## src/rtl/fb_mem_arbiter.sv

```systemverilog
// fb_mem_arbiter: single-port frame-buffer RAM arbiter, VGA first, CPU starvation-limited.
// Define ARB_STATS_EN to build the grant statistics counters.
module fb_mem_arbiter #(
    parameter int ADDR_W     = 17,
    parameter int DATA_W     = 8,
    parameter int STARVE_LIM = 8
) (
    input  logic              clk,
    input  logic              reset,
    input  logic              vga_req,
    input  logic [ADDR_W-1:0] vga_addr,
    output logic              vga_stall,
    output logic              vga_rvalid,
    output logic [DATA_W-1:0] vga_rdata,
    input  logic              cpu_req,
    input  logic              cpu_we,
    input  logic [ADDR_W-1:0] cpu_addr,
    input  logic [DATA_W-1:0] cpu_wdata,
    output logic              cpu_ack,
    output logic [DATA_W-1:0] cpu_rdata,
    output logic              mem_en,
    output logic              mem_we,
    output logic [ADDR_W-1:0] mem_addr,
    output logic [DATA_W-1:0] mem_wdata,
    input  logic [DATA_W-1:0] mem_rdata,
    output logic [31:0]       stat_vga_cnt,
    output logic [31:0]       stat_cpu_cnt,
    output logic [15:0]       stat_force_cnt
);

    typedef enum logic {
        IDLE,
        CPU_WAIT
    } state_t;

    localparam logic [7:0] LIM = 8'(STARVE_LIM);

    state_t            state;
    state_t            state_nx;
    logic [7:0]        starve_cnt;
    logic [7:0]        starve_nx;
    logic              vga_own;
    logic              cpu_rd_own;
    logic [DATA_W-1:0] cpu_rdata_q;

    logic cpu_eligible;
    logic force_cpu;
    logic grant_vga;
    logic grant_cpu;

    always_comb begin
        cpu_eligible = cpu_req & (state != CPU_WAIT) & ~reset;
        force_cpu    = cpu_eligible & (starve_cnt == LIM);
        grant_vga    = vga_req & ~reset & ~force_cpu;
        grant_cpu    = cpu_eligible & (force_cpu | ~vga_req);
    end

    always_ff @(posedge clk) begin
        if (reset) begin
            state      <= IDLE;
            starve_cnt <= '0;
        end else begin
            state      <= state_nx;
            starve_cnt <= starve_nx;
        end
    end

    always_comb begin
        state_nx  = state;
        starve_nx = starve_cnt;
        mem_en    = 1'b0;
        mem_we    = 1'b0;
        mem_addr  = '0;
        mem_wdata = '0;
        vga_stall = vga_req & force_cpu;

        unique case (state)
            IDLE:     if (grant_cpu) state_nx = CPU_WAIT;
            CPU_WAIT: state_nx = IDLE;
            default:  state_nx = IDLE;
        endcase

        if (grant_cpu || !cpu_req)
            starve_nx = '0;
        else if (cpu_eligible && grant_vga && starve_cnt < LIM)
            starve_nx = starve_cnt + 8'd1;

        unique case (1'b1)
            grant_cpu: begin
                mem_en    = 1'b1;
                mem_we    = cpu_we;
                mem_addr  = cpu_addr;
                mem_wdata = cpu_we ? cpu_wdata : '0;
            end
            grant_vga: begin
                mem_en   = 1'b1;
                mem_addr = vga_addr;
            end
            default: ;
        endcase
    end

    // Owner tags for the one-cycle RAM return path
    always_ff @(posedge clk) begin
        if (reset) begin
            vga_own     <= 1'b0;
            cpu_rd_own  <= 1'b0;
            cpu_rdata_q <= '0;
        end else begin
            vga_own    <= grant_vga;
            cpu_rd_own <= grant_cpu & ~cpu_we;
            if (cpu_ack && cpu_rd_own)
                cpu_rdata_q <= mem_rdata;
        end
    end

    always_comb begin
        vga_rvalid = vga_own & ~reset;
        vga_rdata  = vga_rvalid ? mem_rdata : '0;
        cpu_ack    = (state == CPU_WAIT) & ~reset;
        if (reset)
            cpu_rdata = '0;
        else if (cpu_ack && cpu_rd_own)
            cpu_rdata = mem_rdata;
        else
            cpu_rdata = cpu_rdata_q;
    end

`ifdef ARB_STATS_EN
    logic [31:0] vga_cnt;
    logic [31:0] cpu_cnt;
    logic [15:0] force_cnt;

    always_ff @(posedge clk) begin
        if (reset) begin
            vga_cnt   <= '0;
            cpu_cnt   <= '0;
            force_cnt <= '0;
        end else begin
            if (grant_vga && vga_cnt != '1)
                vga_cnt <= vga_cnt + 32'd1;
            if (grant_cpu && cpu_cnt != '1)
                cpu_cnt <= cpu_cnt + 32'd1;
            if (grant_cpu && force_cpu && force_cnt != '1)
                force_cnt <= force_cnt + 16'd1;
        end
    end

    assign stat_vga_cnt   = vga_cnt;
    assign stat_cpu_cnt   = cpu_cnt;
    assign stat_force_cnt = force_cnt;
`else
    assign stat_vga_cnt   = '0;
    assign stat_cpu_cnt   = '0;
    assign stat_force_cnt = '0;
`endif

endmodule
```

## config.mk

```make
export PLATFORM = sky130hd
export DESIGN_NAME = fb_mem_arbiter
export DESIGN_NICKNAME = d
export VERILOG_FILES = /design/src/rtl/fb_mem_arbiter.sv
export SDC_FILE = /design/constraint.sdc
export NUM_CORES = 1
export LEC_CHECK = 0
export BUFFER_PORTS_ARGS = -buffer_cell sky130_fd_sc_hd__buf_2
export CORE_ASPECT_RATIO = 0.75
export CORE_MARGIN = 3
export CORE_UTILIZATION = 30
export DETAILED_ROUTE_END_ITERATION = 7
export GPL_TIMING_DRIVEN = 0
export PLACE_DENSITY = 0.71
export SETUP_SLACK_MARGIN = 0.15
export SYNTH_ARGS = -nofsm -noshare
export SYNTH_HDL_FRONTEND = slang
export SYNTH_SLANG_ARGS = --single-unit
```

## constraint.sdc

```tcl
create_clock -name clk -period 5.1 [get_ports clk]
set_clock_uncertainty 0.2 [all_clocks]
set_input_delay 0.255 -clock clk [delete_from_list [all_inputs] [get_ports clk]]
set_output_delay 0.255 -clock clk [all_outputs]
set_load 0.05 [all_outputs]
```

==> results of run 1 <==
[cell families after synthesis]
logic type	count (synthesis)	share of synthesized area (%)
buffers and inverters	91	38.89
AND/OR/NAND/NOR	58	23.16
AO/OA/AOI/OAI	27	12.53
other	1	0.2183
flip-flops	19	22.14
XOR/XNOR	2	1.020
adder cells (fa/ha/maj)	2	1.456
multiplexers	1	0.5827
[worst max-delay path by stage]
stage                       end  slack [ns]     startpoint  cells after the start
floorplan           mem_addr[0]        2.85  starve_cnt[0]                      7
global placement    mem_addr[8]        2.73  starve_cnt[0]                      8
detailed placement  mem_addr[8]        2.69  starve_cnt[0]                      8
CTS                 mem_addr[8]        2.41  starve_cnt[0]                      8
global route        mem_addr[8]        2.27  starve_cnt[0]                      8
finish              mem_addr[8]        2.43  starve_cnt[0]                      8
[cells in the mapped netlist, types with 3 or more instances]
library cell	number	area share (%)
and2_1	10	3.6
nand3_1	10	2.9
and3_1	9	3.3
a22o_1	17	8.7
dfxtp_1	19	22
nand2_1	9	2.0
a21oi_1	8	2.3
clkbuf_1	5	1.1
buf_6	3	2.0
and4bb_2	5	3.6
nor4b_1	3	1.5
buf_4	81	35
[report_power, final]
| group | total [W] | switching (W) | internal [W] |
|---|---|---|---|
| logic | 0.000286 | 0.000208 | 0.0000786 |
| registers | 0.000150 | 0.000000426 | 0.000149 |
| clock network | 0.000100 | 0.0000447 | 0.0000554 |
[metal layers]
metal / routed length (µm) / vias to the layer above / part of all wire [%]
met5: 0 / - / 0
met4: 16 / 0 / 0.34
met3: 296 / 2 / 6.3
met2: 2571 / 64 / 55
met1: 1790 / 731 / 38
li1: - / 888 / -
[flip-flops by register name (all words and copies together) (netlist names)]
signal,flops
cpu_rd_own,1
cpu_rdata_q,8
starve_cnt,8
state,1
vga_own,1
[area by class of cell]
cell class / instances / area (µm²)
fill: 553 / 2785
multi-input combinational: 170 / 965.9
buffer: 89 / 660.6
timing repair buffer: 100 / 500.5
sequential: 19 / 380.4
tap: 75 / 93.84
clock buffer: 4 / 45.04
inverter: 2 / 7.507
[cell usage in the layout, fill, tap and decap left out, types with 3 or more instances in the layout]
master / netlist / routed
conb_1: 1 / 80
and2_1: 10 / 10
clkbuf_1: 5 / 6
and4bb_2: 5 / 5
nand3_1: 10 / 10
buf_2: 0 / 100
a22o_1: 17 / 17
nor4b_1: 3 / 3
and3_1: 9 / 9
dfxtp_1: 19 / 19
a21oi_1: 8 / 8
clkbuf_8: 0 / 3
buf_6: 3 / 3
buf_4: 81 / 81
nand2_1: 9 / 9
[metrics by stage]
stage / power (W) / worst slack [ns] / cell area, µm² / cells / hold slack [ns]
after floorplan: 0.0003971 / 2.850 / 2014 / 280 / 0.1257
after global routing: 0.0005602 / 2.273 / 2654 / 459 / 0.07713
after global placement: 0.0004354 / 2.730 / 2609 / 455 / 0.2452
after CTS: 0.0005380 / 2.408 / 2654 / 459 / 0.06115
final: 0.0005363 / 2.430 / 2654 / 459 / 0.07057
after detailed placement: 0.0004363 / 2.686 / 2609 / 455 / 0.2518
==> qor.txt, run 1 <==
Die Area = 6680 µm²
fin nets = 442
Synth warnings = 0
Slowest Stage Delay on Critical Path = 0.36 ns
post-synthesis cell area = 1718 µm²
WL final = 4675 µm
vias in the first global route = 1528
Seq/Total Area, Yosys = 22.14%
required time of the critical path = 4.64 ns
Resized Gates After CTS = 0
share of cells above drive strength 1 = 51.56%
Worst R2R Start = starve_cnt[0]
Initial Utilization = 31.59%
WL/cell = 10.19 µm
MaxCap Viol Count = 0
FF-to-FF path depth = 6
critical path endpoint category = output port
CTS tree = done
gr ovfl total = 0
crit-path cells = inv_1 > ha_1 > and3b_1 > and3_1 > nor2_2 > buf_4 > a22o_1 > buf_2
number of buffers created by CTS = 3
CP arrival = 2.21 ns
Starting DRT DRC Count = 59
largest net degree at the start of global routing = 11
Port Buf Inserts = 100
crit-path max FO = 10
endpoints failing hold = 0
Tightest Hold Check Type = in2reg
met3 Use GR = 3.148%
# clock sinks = 19
Die Wd = 93.38 µm
Placer Congestion = 0.7461
RSZ-0062 raised after global routing = no
startpoint class of the critical path = register
final worst path period need = 2.670 ns
IO Pins = 181
kind of critical path = reg2out
status = finished, final reports clean
Die Height = 71.54 µm
r2r setup slk = 3.27 ns
CTS Buffer Depth = 2
HP Start = cpu_we
Post-Syn Instances = 201
initial antenna violation count = 0
IR drop worst, VDD = 0.09427 mV
Final Util = 48.79%
Overall Global Routing Usage = 12.82%
drt pass-1 iters = 4
fin. max-slew vios = 0
Root Buffer Master = clkbuf_8
Setup TNS = 0 ns
Leakage = 1.621 nW
first-pass GRT wire length = 7093 µm
# DRC = 0
final setup violation count = 0
Via density = 3.671
Area growth syn-to-layout = 54.48%
hold endpoint = cpu_rd_own
Core Rows = 23
Reg-to-Reg End = vga_own
HPWL after DPL = 4112 µm
post-synth cell types = 29
Post-CTS Setup Bufs = 0
Top delay family on crit path = simple AND/OR/NAND/NOR gates
prevailing post-synth register cell = dfxtp_1
Worst-path clk slew = 0.06 ns
EDFF count, synth = 0
Synth async-reset ratio = 0%
Worst Hold Path Cells = 2
H-Tree Level Count = 1
met2 Use GR = 24.17%
Antenna Cells = 0
via count = 1685
fin crit share = 52.35%
worst skew pair latency = 0.25 ns
busiest grt layer = met2
syn_area_per_cell = 8.547 µm²
Crit-path slowest cell = dfxtp_1
Core Region = 5439 µm²
Fmax = 0.3746 GHz
Final ANT Viol Nets = 0
WP buf/inv = 3
met1 usage = 14.98%
CTS Hold Bufs = 0
Pwr per Cell Area = 202.1 nW/µm²
FF+latch count, synth = 19
No activity file was read; power rests on OpenSTA's default activity.
==> inputs of run 2 (changes only) <==
ABC_AREA = 1   (was not set)
PLACE_DENSITY = 0.72   (was 0.71)
clock period = 2.2 ns   (was 5.1 ns; I/O delays follow)
==> run 2 against run 1 <==
- clock power grew 140%
- non-clock buffer count grew 16
- final cell count grew 20%
- critical endpoint is now mem_addr[5]
- design area grew 16%
- largest cell class unchanged
- core utilization grew 6.7 points
- critical path type unchanged
- hold slack lost 0.051 ns
- synthesized area grew 3.9%
==> qor.txt, run 2 <==
share of cells above drive strength 1 = 48.53%
Final Util = 55.49%
post-synth cell types = 27
syn_area_per_cell = 6.516 µm²
worst hold margin = 0.01992 ns
startpoint class of the critical path = register
commonest non-fill, non-tap cell in the layout = buf_4
Post-Place Cells = 527
Leakage = 1.882 nW
Core Region = 5554 µm²
FF+latch count, synth = 19
final setup violation count = 0
Yosys top cell by area = buf_4
Placer Congestion = 0.7452
combinational power share = 55.4%
IO Pins = 181
endpoints failing hold = 0
Pwr per Cell Area = 426.4 nW/µm²
Seq pwr share = 26.4%
Synth async-reset ratio = 0%
MaxCap Viol Count = 0
initial antenna violation count = 0
fin nets = 534
commonest cells after routing, fill and taps aside = buf_4 (95), conb_1 (80), buf_2 (78), nand2_1 (75), nor2_1 (25)
gr ovfl total = 0
fillcell total = 531
first-pass GRT wire length = 7866 µm
critical path endpoint category = output port
drt pass-1 iters = 4
Root Buffer Master = clkbuf_8
Clk network pwr share = 18.1%
CTS tree = done
status = finished, final reports clean
Largest regs = cpu_rdata_q x8, starve_cnt x8
final worst path period need = 2.007 ns
count leader, synth = nand2_1
Area growth syn-to-layout = 72.60%
DP Area = 2671 µm²
Worst-path clk slew = 0.07 ns
WL final = 5251 µm
Initial Utilization = 32.15%
fin crit share = 91.21%
Core Rows = 23
Yosys top cell area share = 33.64%
switching share of power = 47.50%
Die Height = 72.81 µm
CTS Buffer Depth = 2
WL/cell = 9.530 µm
Layout Cell Area excl Fill = 3082 µm²
Internal = 0.0006898 W
vias in the first global route = 1808
via count = 1940
required time of the critical path = 1.89 ns
# clock sinks = 19
RSZ-0062 raised after global routing = yes
crit-path max FO = 10
Antenna Cells = 0
Die Area = 6923 µm²
post-synthesis cell area = 1785 µm²
number of buffers created by CTS = 3
CP arrival = 1.70 ns
Post-Syn Instances = 274
Die Wd = 95.08 µm
Area contributors post-synth = buf_4 (34%), dfxtp_1 (21%), nand2_1 (17%)
EDFF count, synth = 0
Synth top cells by count = nand2_1 (82), buf_4 (80), nor2_1 (25)
worst skew pair latency = 0.25 ns
Overall Global Routing Usage = 13.90%
largest net degree at the start of global routing = 12
Seq/Total Area, Yosys = 21.30%
Fmax = 0.4984 GHz
Port Buf Inserts = 99
H-Tree Level Count = 1
Layout Cells excl Fill = 551
Final ANT Viol Nets = 0
P_sw = 0.0006242 W
prevailing post-synth register cell = dfxtp_1
HPWL after DPL = 4205 µm
IR drop worst, VDD = 0.1985 mV
Via density = 3.521
fin. max-slew vios = 0
kind of critical path = reg2out
Synth warnings = 0
Starting DRT DRC Count = 32
Tightest Hold Check Type = in2reg
Setup TNS = 0 ns
# DRC = 0
## run 2: final cells by class
class                   instances  area (µm²)  area share, %
plain buffers                  87       659.4          21.40
multi-input cells             220       979.7          31.79
repair buffers                118       800.8          25.98
clock inverters                 1       5.005         0.1624
clock buffers                   3       41.29          1.340
flip-flops and latches         19       382.9          12.42
well taps                      75       93.84          3.045
repair inverters                1       7.507         0.2436
inverters                      27       111.4          3.613
## run 2: final timing paths
path                 start            end  slack (ns)  cells after the start
max          starve_cnt[0]    mem_addr[5]        0.19                     11
min                cpu_req  starve_cnt[6]        0.02                      3
max reg2reg  starve_cnt[0]  starve_cnt[3]        0.43                      9
min reg2reg  starve_cnt[6]  starve_cnt[6]        0.23                      2
## run 2: cell families after synthesis
group | share of synthesized area, %
AOI/OAI and AO/OA | 4.275
xor gates and xnor gates | 0.4906
adders and majority gates | 1.401
buffers and inverters | 42.54
DFF | 21.30
other | 0.2100
and+or+nand+nor | 29.78
## run 2: layer usage
layer	global-route usage (%)	routed length, µm
met1	15.04	1976
met2	28.32	2861
met4	3.360	34
met3	1.546	379
met5	0	0
## run 2: through the flow
step | total power, W | setup WS (ns)
floorplan | 0.0009270 | -0.07579
global placement | 0.001015 | 0.3028
detailed placement | 0.001018 | 0.2812
CTS | 0.001294 | 0.1428
global route | 0.001373 | 0.1007
finish | 0.001314 | 0.1934
## run 2: repair_timing
| item | CTS | global route |
|---|---|---|
| hold endpoints to repair | 8 | 0 |
| setup buffers | 6 | 3 |
| hold buffers | 8 | 0 |
| setup endpoints to repair | 19 | 27 |
| resized for setup | 35 | 28 |
| pin swaps | 5 | 6 |
| gates cloned | 2 | 1 |
## run 2: power by group through the flow
stage | registers, W | logic [W] | clock network [W]
finish | 0.000348 | 0.000728 | 0.000238
global route | 0.000348 | 0.000767 | 0.000258
CTS | 0.000347 | 0.000700 | 0.000246
detailed placement | 0.000356 | 0.000662 | 0
global placement | 0.000355 | 0.000660 | 0
floorplan | 0.000355 | 0.000572 | 0
## run 2: worst max-delay path, cell delays in order (launching register included)
cell and delay [ns]:
dfxtp_2 0.33, inv_2 0.08, ha_4 0.14, nand3_4 0.07
nor2_4 0.17, nand2_2 0.09, nand2_4 0.10, inv_8 0.06
clkbuf_16 0.14, nand2_1 0.06, nand2_1 0.06, buf_6 0.15
